`config.mk`:
```
export PLATFORM = sky130hd
export DESIGN_NAME = uart_rx_wrapper
export DESIGN_NICKNAME = d
export VERILOG_FILES = /design/src/rtl/uart_rx_wrapper.sv
export SDC_FILE = /design/constraint.sdc
export NUM_CORES = 1
export LEC_CHECK = 0
export ABC_AREA = 1
export CELL_PAD_IN_SITES_DETAIL_PLACEMENT = 2
export CELL_PAD_IN_SITES_GLOBAL_PLACEMENT = 2
export CORE_UTILIZATION = 32
export CTS_CLUSTER_SIZE = 10
export DETAILED_ROUTE_END_ITERATION = 12
export MAX_ROUTING_LAYER = met4
export PLACE_DENSITY = 0.78
export SKIP_LAST_GASP = 1
export SLEW_MARGIN = 10
export SYNTH_ARGS = -nofsm -noshare
export SYNTH_HDL_FRONTEND = slang
export SYNTH_SLANG_ARGS = --single-unit
```
`constraint.sdc`:
```
create_clock -name CLK_I -period 4.8 [get_ports CLK_I]
set_clock_uncertainty 0.15 [all_clocks]
set_input_delay 0.72 -clock CLK_I [delete_from_list [all_inputs] [get_ports CLK_I]]
set_output_delay 0.72 -clock CLK_I [all_outputs]
set_load 0.01 [all_outputs]
```
`src/rtl/uart_rx_wrapper.sv`:
```
// Multi-byte UART receiver: oversampled 8N1 byte receiver plus MSB-byte-first frame assembly.
// Optional 8E1 line format is enabled with `define UART_RX_PARITY_EN.
module uart_rx_wrapper #(
  parameter int unsigned SYS_CLK_PERIOD   = 50,
  parameter int unsigned BAUD_RATE        = 115200,
  parameter int unsigned BYTE_NUM         = 9,
  parameter int unsigned TIMEOUT_BIT_NUM  = 20,
  parameter int unsigned VALID_PERIOD_NUM = 1
) (
  input  logic                    CLK_I,
  input  logic                    RST_I,
  input  logic                    SDATA_I,
  output logic [BYTE_NUM*8-1:0]   DATA_O,
  output logic                    VALID_O,
  output logic                    BUSY_O,
  output logic                    ERR_O
);

  localparam int unsigned BAUD_DIV = 1000000000 / (SYS_CLK_PERIOD * BAUD_RATE);
  localparam int unsigned HALF_DIV = BAUD_DIV / 2;
  localparam int unsigned DW       = BYTE_NUM * 8;
  localparam int unsigned BCW      = $clog2(BAUD_DIV + 1);
  localparam int unsigned CW       = $clog2(BYTE_NUM + 1);
  localparam int unsigned TO_CYC   = TIMEOUT_BIT_NUM * BAUD_DIV;
  localparam int unsigned TW       = $clog2(TO_CYC + 1);
  localparam int unsigned VW       = $clog2(VALID_PERIOD_NUM + 1);

  localparam logic [BCW-1:0] BAUD_LAST = BCW'(BAUD_DIV - 1);
  localparam logic [BCW-1:0] HALF_LAST = BCW'(HALF_DIV - 1);
  localparam logic [CW-1:0]  CNT_LAST  = CW'(BYTE_NUM - 1);
  localparam logic [TW-1:0]  TO_LAST   = TW'(TO_CYC - 1);
  localparam logic [VW-1:0]  VLD_LAST  = VW'(VALID_PERIOD_NUM - 1);

  localparam logic [2:0] S_IDLE      = 3'd0;
  localparam logic [2:0] S_START     = 3'd1;
  localparam logic [2:0] S_DATA      = 3'd2;
  localparam logic [2:0] S_STOP      = 3'd3;
  localparam logic [2:0] S_WAIT_HIGH = 3'd4;
`ifdef UART_RX_PARITY_EN
  localparam logic [2:0] S_PARITY    = 3'd5;
`endif

  logic           r_rx_s1, r_rx_s2, r_rx_d;
  logic [2:0]     r_state;
  logic [BCW-1:0] r_baud;
  logic [2:0]     r_bit;
  logic [7:0]     r_byte;
  logic [CW-1:0]  r_cnt;
  logic [DW-1:0]  r_asm, r_data;
  logic [TW-1:0]  r_idle;
  logic [VW-1:0]  r_vcnt;
  logic           r_valid, r_busy, r_err;

  logic w_rx_s, w_fall, w_baud_hit, w_half_hit;
  logic w_start_ok, w_byte_ok, w_frm_err, w_par_err, w_byte_err, w_timeout, w_frame_done;
  logic [DW-1:0] w_asm_next;

  assign w_rx_s       = r_rx_s2;
  assign w_fall       = r_rx_d & ~w_rx_s;
  assign w_baud_hit   = (r_baud == BAUD_LAST);
  assign w_half_hit   = (r_baud == HALF_LAST);
  assign w_start_ok   = (r_state == S_START) && w_half_hit && !w_rx_s;
  assign w_byte_ok    = (r_state == S_STOP) && w_baud_hit && w_rx_s;
  assign w_frm_err    = (r_state == S_STOP) && w_baud_hit && !w_rx_s;
`ifdef UART_RX_PARITY_EN
  assign w_par_err    = (r_state == S_PARITY) && w_baud_hit && (^{r_byte, w_rx_s});
`else
  assign w_par_err    = 1'b0;
`endif
  assign w_byte_err   = w_frm_err | w_par_err;
  assign w_timeout    = (r_state == S_IDLE) && (r_cnt != '0) && (r_idle == TO_LAST);
  assign w_frame_done = w_byte_ok && (r_cnt == CNT_LAST);
  assign w_asm_next   = (r_asm << 8) | DW'(r_byte);

  always_ff @(posedge CLK_I or negedge RST_I) begin
    if (!RST_I) begin
      r_rx_s1 <= 1'b1;
      r_rx_s2 <= 1'b1;
      r_rx_d  <= 1'b1;
    end else begin
      r_rx_s1 <= SDATA_I;
      r_rx_s2 <= r_rx_s1;
      r_rx_d  <= r_rx_s2;
    end
  end

  always_ff @(posedge CLK_I or negedge RST_I) begin
    if (!RST_I) begin
      r_state <= S_IDLE;
      r_baud  <= '0;
      r_bit   <= '0;
      r_byte  <= '0;
    end else begin
      case (r_state)
        S_IDLE: begin
          r_baud <= '0;
          if (w_fall) r_state <= S_START;
        end
        S_START: begin
          if (w_half_hit) begin
            r_baud  <= '0;
            r_bit   <= '0;
            r_state <= w_rx_s ? S_IDLE : S_DATA;
          end else begin
            r_baud <= r_baud + BCW'(1);
          end
        end
        S_DATA: begin
          if (w_baud_hit) begin
            r_baud <= '0;
            r_byte <= {w_rx_s, r_byte[7:1]};
            r_bit  <= r_bit + 3'd1;
`ifdef UART_RX_PARITY_EN
            if (r_bit == 3'd7) r_state <= S_PARITY;
`else
            if (r_bit == 3'd7) r_state <= S_STOP;
`endif
          end else begin
            r_baud <= r_baud + BCW'(1);
          end
        end
`ifdef UART_RX_PARITY_EN
        S_PARITY: begin
          if (w_baud_hit) begin
            r_baud  <= '0;
            r_state <= w_par_err ? S_WAIT_HIGH : S_STOP;
          end else begin
            r_baud <= r_baud + BCW'(1);
          end
        end
`endif
        // Good stop returns at mid-stop so a back-to-back start edge is not missed
        S_STOP: begin
          if (w_baud_hit) begin
            r_baud  <= '0;
            r_state <= w_rx_s ? S_IDLE : S_WAIT_HIGH;
          end else begin
            r_baud <= r_baud + BCW'(1);
          end
        end
        S_WAIT_HIGH: begin
          if (!w_rx_s) begin
            r_baud <= '0;
          end else if (w_baud_hit) begin
            r_baud  <= '0;
            r_state <= S_IDLE;
          end else begin
            r_baud <= r_baud + BCW'(1);
          end
        end
        default: begin
          r_state <= S_IDLE;
          r_baud  <= '0;
        end
      endcase
    end
  end

  always_ff @(posedge CLK_I or negedge RST_I) begin
    if (!RST_I) begin
      r_cnt   <= '0;
      r_asm   <= '0;
      r_data  <= '0;
      r_idle  <= '0;
      r_vcnt  <= '0;
      r_valid <= 1'b0;
      r_busy  <= 1'b0;
      r_err   <= 1'b0;
    end else begin
      r_err <= w_byte_err | w_timeout;

      if (w_byte_err || w_timeout) begin
        r_cnt  <= '0;
        r_busy <= 1'b0;
      end else if (w_byte_ok) begin
        if (w_frame_done) begin
          r_cnt  <= '0;
          r_data <= w_asm_next;
          r_busy <= 1'b0;
        end else begin
          r_cnt <= r_cnt + CW'(1);
          r_asm <= w_asm_next;
        end
      end else if (w_start_ok) begin
        r_busy <= 1'b1;
      end

      if ((r_state != S_IDLE) || (r_cnt == '0) || w_fall || w_timeout)
        r_idle <= '0;
      else
        r_idle <= r_idle + TW'(1);

      if (w_frame_done) begin
        r_valid <= 1'b1;
        r_vcnt  <= VLD_LAST;
      end else if (r_valid) begin
        if (r_vcnt == '0) r_valid <= 1'b0;
        else              r_vcnt  <= r_vcnt - VW'(1);
      end
    end
  end

  assign DATA_O  = r_data;
  assign VALID_O = r_valid;
  assign BUSY_O  = r_busy;
  assign ERR_O   = r_err;

endmodule
```
==> metrics.md <==
| Metric | Value |
|---|---|
| Pint | 2.433 mW |
| Tot Pwr | 3.207 mW |
| Post-synthesis simple-gate area fraction | 0.3072 |
| Worst Tran Pin Value | 835.3 ps |
| Hold buffers post-CTS | 0 |
| Cell with the most instances after synthesis | nand2_1 |
| H-tree levels | 4 |
| Post-Route WL | 20.90 mm |
| Layout cell share with drive strength beyond 1 | 0.06466 |
| CP Data Arrival Time | 2940 ps |
| Vias/cell | 4.840 |
| Die height | 156.2 um |
| Clock sinks | 180 |
| Max frequency | 359.8 MHz |
| CP max-delay cell | dfrtp_1 |
| Final setup fails | 0 |
| Mux contribution to synthesized area | 0 |
| Reg power frac | 0.488 |
| CTS tree | built |
| Number of enable flip-flop cells after synthesis | 0 |
| Crit start category | flip-flop |
| Hold_ws | 209.3 ps |
| Via count | 6036 |
| Status | completed |
| Worst skew pair latency | 430 ps |
| Initial antenna violation count | 0 |
| Synth Area in Compound Gates | 0.01875 |
| Max FO, Critical Path | 61 |
| Tmin final | 2779 ps |
| Critical path endpoint category | flip-flop |
| Site row count | 56 |
| Combinational group share of total power | 0.063 |
| Slew HR | 0.4431 |
| Mapped Avg Cell Area | 8.897 um^2 |
| Area Overhead vs Synth | 20.58% |
| Die W | 156.2 um |
| Die area | 24390 um^2 |
| Unrepaired setup endpoints after global routing | no |
| Post_cts resized | 0 |
| Synth cell types | 26 |
| Fin Setup TNS | 0 ps |
| Switching power | 0.7745 mW |
| First-pass GRT wire length | 34.62 mm |
| Worst r2r src | r_baud[0] |
| Core area | 23400 um^2 |
| Inst Count DP | 1216 |
| DRC | 0 |
| Synth area leaders | dfrtp_1 58%, nand2_1 16%, nand3_1 9.4%, nor2_1 2.1%, inv_1 1.9% |
| Most used DFF post-synth | dfrtp_1 |
| Worst setup path startpoint | r_baud[0] |
| Critical path class | reg2reg |
| Worst EP required | 4960 ps |
| Xor/xnor cell area share of the yosys netlist | 0.01266 |
| I/O pin cnt | 78 |
| DR iter-0 viols | 238 |
| Post-synth top cells | 330 x nand2_1, 177 x dfrtp_1, 143 x nand3_1, 42 x nor2_1, 38 x inv_1 |
| Root buffer cell | clkbuf_16 |
| Detail Route Antenna Nets | 0 |
| Combinational family with the most area after synthesis | simple AND/OR/NAND/NOR gates |
| Leakage | 4.683 nW |
| Ys Warns | 0 |
| Final Hold Fails | 0 |
| Global Route Usage Sum | 0.1875 |
| Syn nets | 866 |
| Clk buf depth | 2 |
| Port Buf Inserts | 77 |
| RePlAce Congestion | 0.7755 |
| Cell Count, Final, Fillers Out | 1247 |
| Crit-path max cell delay | 430 ps |
| Synth area leader | dfrtp_1 |
| Hold/Removal Path Class | in2async |
| Max_cap viols | 0 |
| CP dominant cell by count | nand2_1 |
| Sw Share | 0.2415 |
| Post-Syn Area | 7607 um^2 |
| Yosys top cell area share | 0.5822 |
| Gr ovfl total | 0 |
| Initial Util | 0.3251 |
| Final period utilization | 0.5790 |
| Crit path cell chain | inv_1 > ha_1 > nand3_1 > nor2_2 > nand2_4 > nor2_8 > nand2_2 > buf_4 > nand2_1 > nand2_1 |
| Clock share of power | 0.449 |
| N_diodes | 0 |
| Mapped Cells | 855 |
| DP HPWL | 13.17 mm |
| Cell Pwr Density | 349.7 nW/um^2 |
| Yosys reg bits | 180 |
| Final nets | 927 |
| Wire length per cell | 16.76 um |
| Slew Viols, Final | 0 |
| TritonCTS Buffers | 17 |
| Register area share after synthesis | 0.5926 |
| Detailed Routing Iterations Pass 1 | 4 |
| Setup Buffers After CTS | 0 |
| Synth Area in Adders | 0.01316 |
| Number of global-route vias before repair | 6541 |
| Largest net degree at the start of global routing | 87 |
| Worst VDD drop | 0.1655 mV |
| Reg clk slew, reported paths | 70 ps |
| Synth async-reset ratio | 1.000 |
[cells by family after synthesis]
kind of cell | Yosys count
XOR/XNOR | 11
flip-flops | 180
AND/OR/NAND/NOR | 543
buffers and inverters | 85
adder cells (fa/ha/maj) | 8
AO/OA/AOI/OAI | 28
[worst max-delay path: cells and delay by family, from the launching register on]
| kind | cells | cell delay (ps) |
|---|---|---|
| fa+ha+maj | 1 | 170 |
| simple gates | 7 | 1360 |
| flops | 1 | 430 |
| buf+inv | 2 | 500 |
[routing by layer]
metal  share of wire  up-vias  track usage  wire (um)
li1                -     2837            -          -
met4           0.016        0      0.05882        325
met2            0.51       76       0.3151      10710
met3           0.020       21      0.02556        413
met5               0        -            -          0
met1            0.45     3102       0.2337       9450
[cells in the final DEF, fill, tap and decap left out, types with 2 or more instances in the layout]
cell type,count
clkdlybuf4s50_1,76
nand2_1,329
nand3_2,10
clkbuf_16,17
nand3_1,143
dfrtp_1,177
nor3_1,5
nor2_1,42
ha_1,8
xor2_1,7
nand4_1,7
o21ai_0,23
inv_1,38
dfstp_2,3
a21oi_1,3
clkbuf_1,3
xnor2_1,4
buf_4,9
nand2_2,2
bufinv_16,3
clkbuf_8,2
nor2_2,2
inv_2,3
clkinv_2,3
clkinvlp_4,2
[final timing paths]
| kind | end | slack (ps) | cells after the start |
|---|---|---|---|
| min reg2reg | r_rx_s2 | 210 | 0 |
| min in group CLK_I | r_rx_s2 | 210 | 0 |
| min | DATA_O[45] | 210 | 1 |
| max reg2reg | DATA_O[56] | 2020 | 10 |
| max in group asynchronous | r_rx_d | 3220 | 2 |
| max | DATA_O[56] | 2020 | 10 |
[power groups by stage]
| stage | clock network, mW | registers (mW) | logic, mW |
|---|---|---|---|
| 4_1_cts | 1.47 | 1.57 | 0.210 |
| 6_report | 1.44 | 1.57 | 0.203 |
| 3_3_place_gp | 0 | 1.59 | 0.199 |
| 3_5_place_dp | 0 | 1.59 | 0.206 |
| 5_1_grt | 1.53 | 1.57 | 0.241 |
| 2_1_floorplan | 0 | 1.58 | 0.126 |
[layout make-up]
type                    count  area, um^2
clock inverters             9       128.9
repair buffers             86       839.6
multi-input cells         590        2679
clock buffers              22       464.2
inverters                  41       153.9
flip-flops and latches    180        4508
well taps                 319       399.1
fillers                  2624       14230
[per-stage QoR]
stage | instance area [um^2] | utilization | worst slack [ps]
final | 9173 | 0.3919 | 2021
after global routing | 9173 | 0.3919 | 1772
after CTS | 9173 | 0.3919 | 1953
after detailed placement | 8579 | 0.3666 | 2009
after global placement | 8579 | 0.3666 | 2106
after floorplan | 7607 | - | 3022
[state kept, by name (all words and copies together), names as in the netlist, 3 cells and up]
name,count
DATA_O,72
r_asm,64
r_baud,8
r_bit,3
r_byte,8
r_cnt,4
r_idle,12
r_state,3
(Power assumes the default switching activity.)
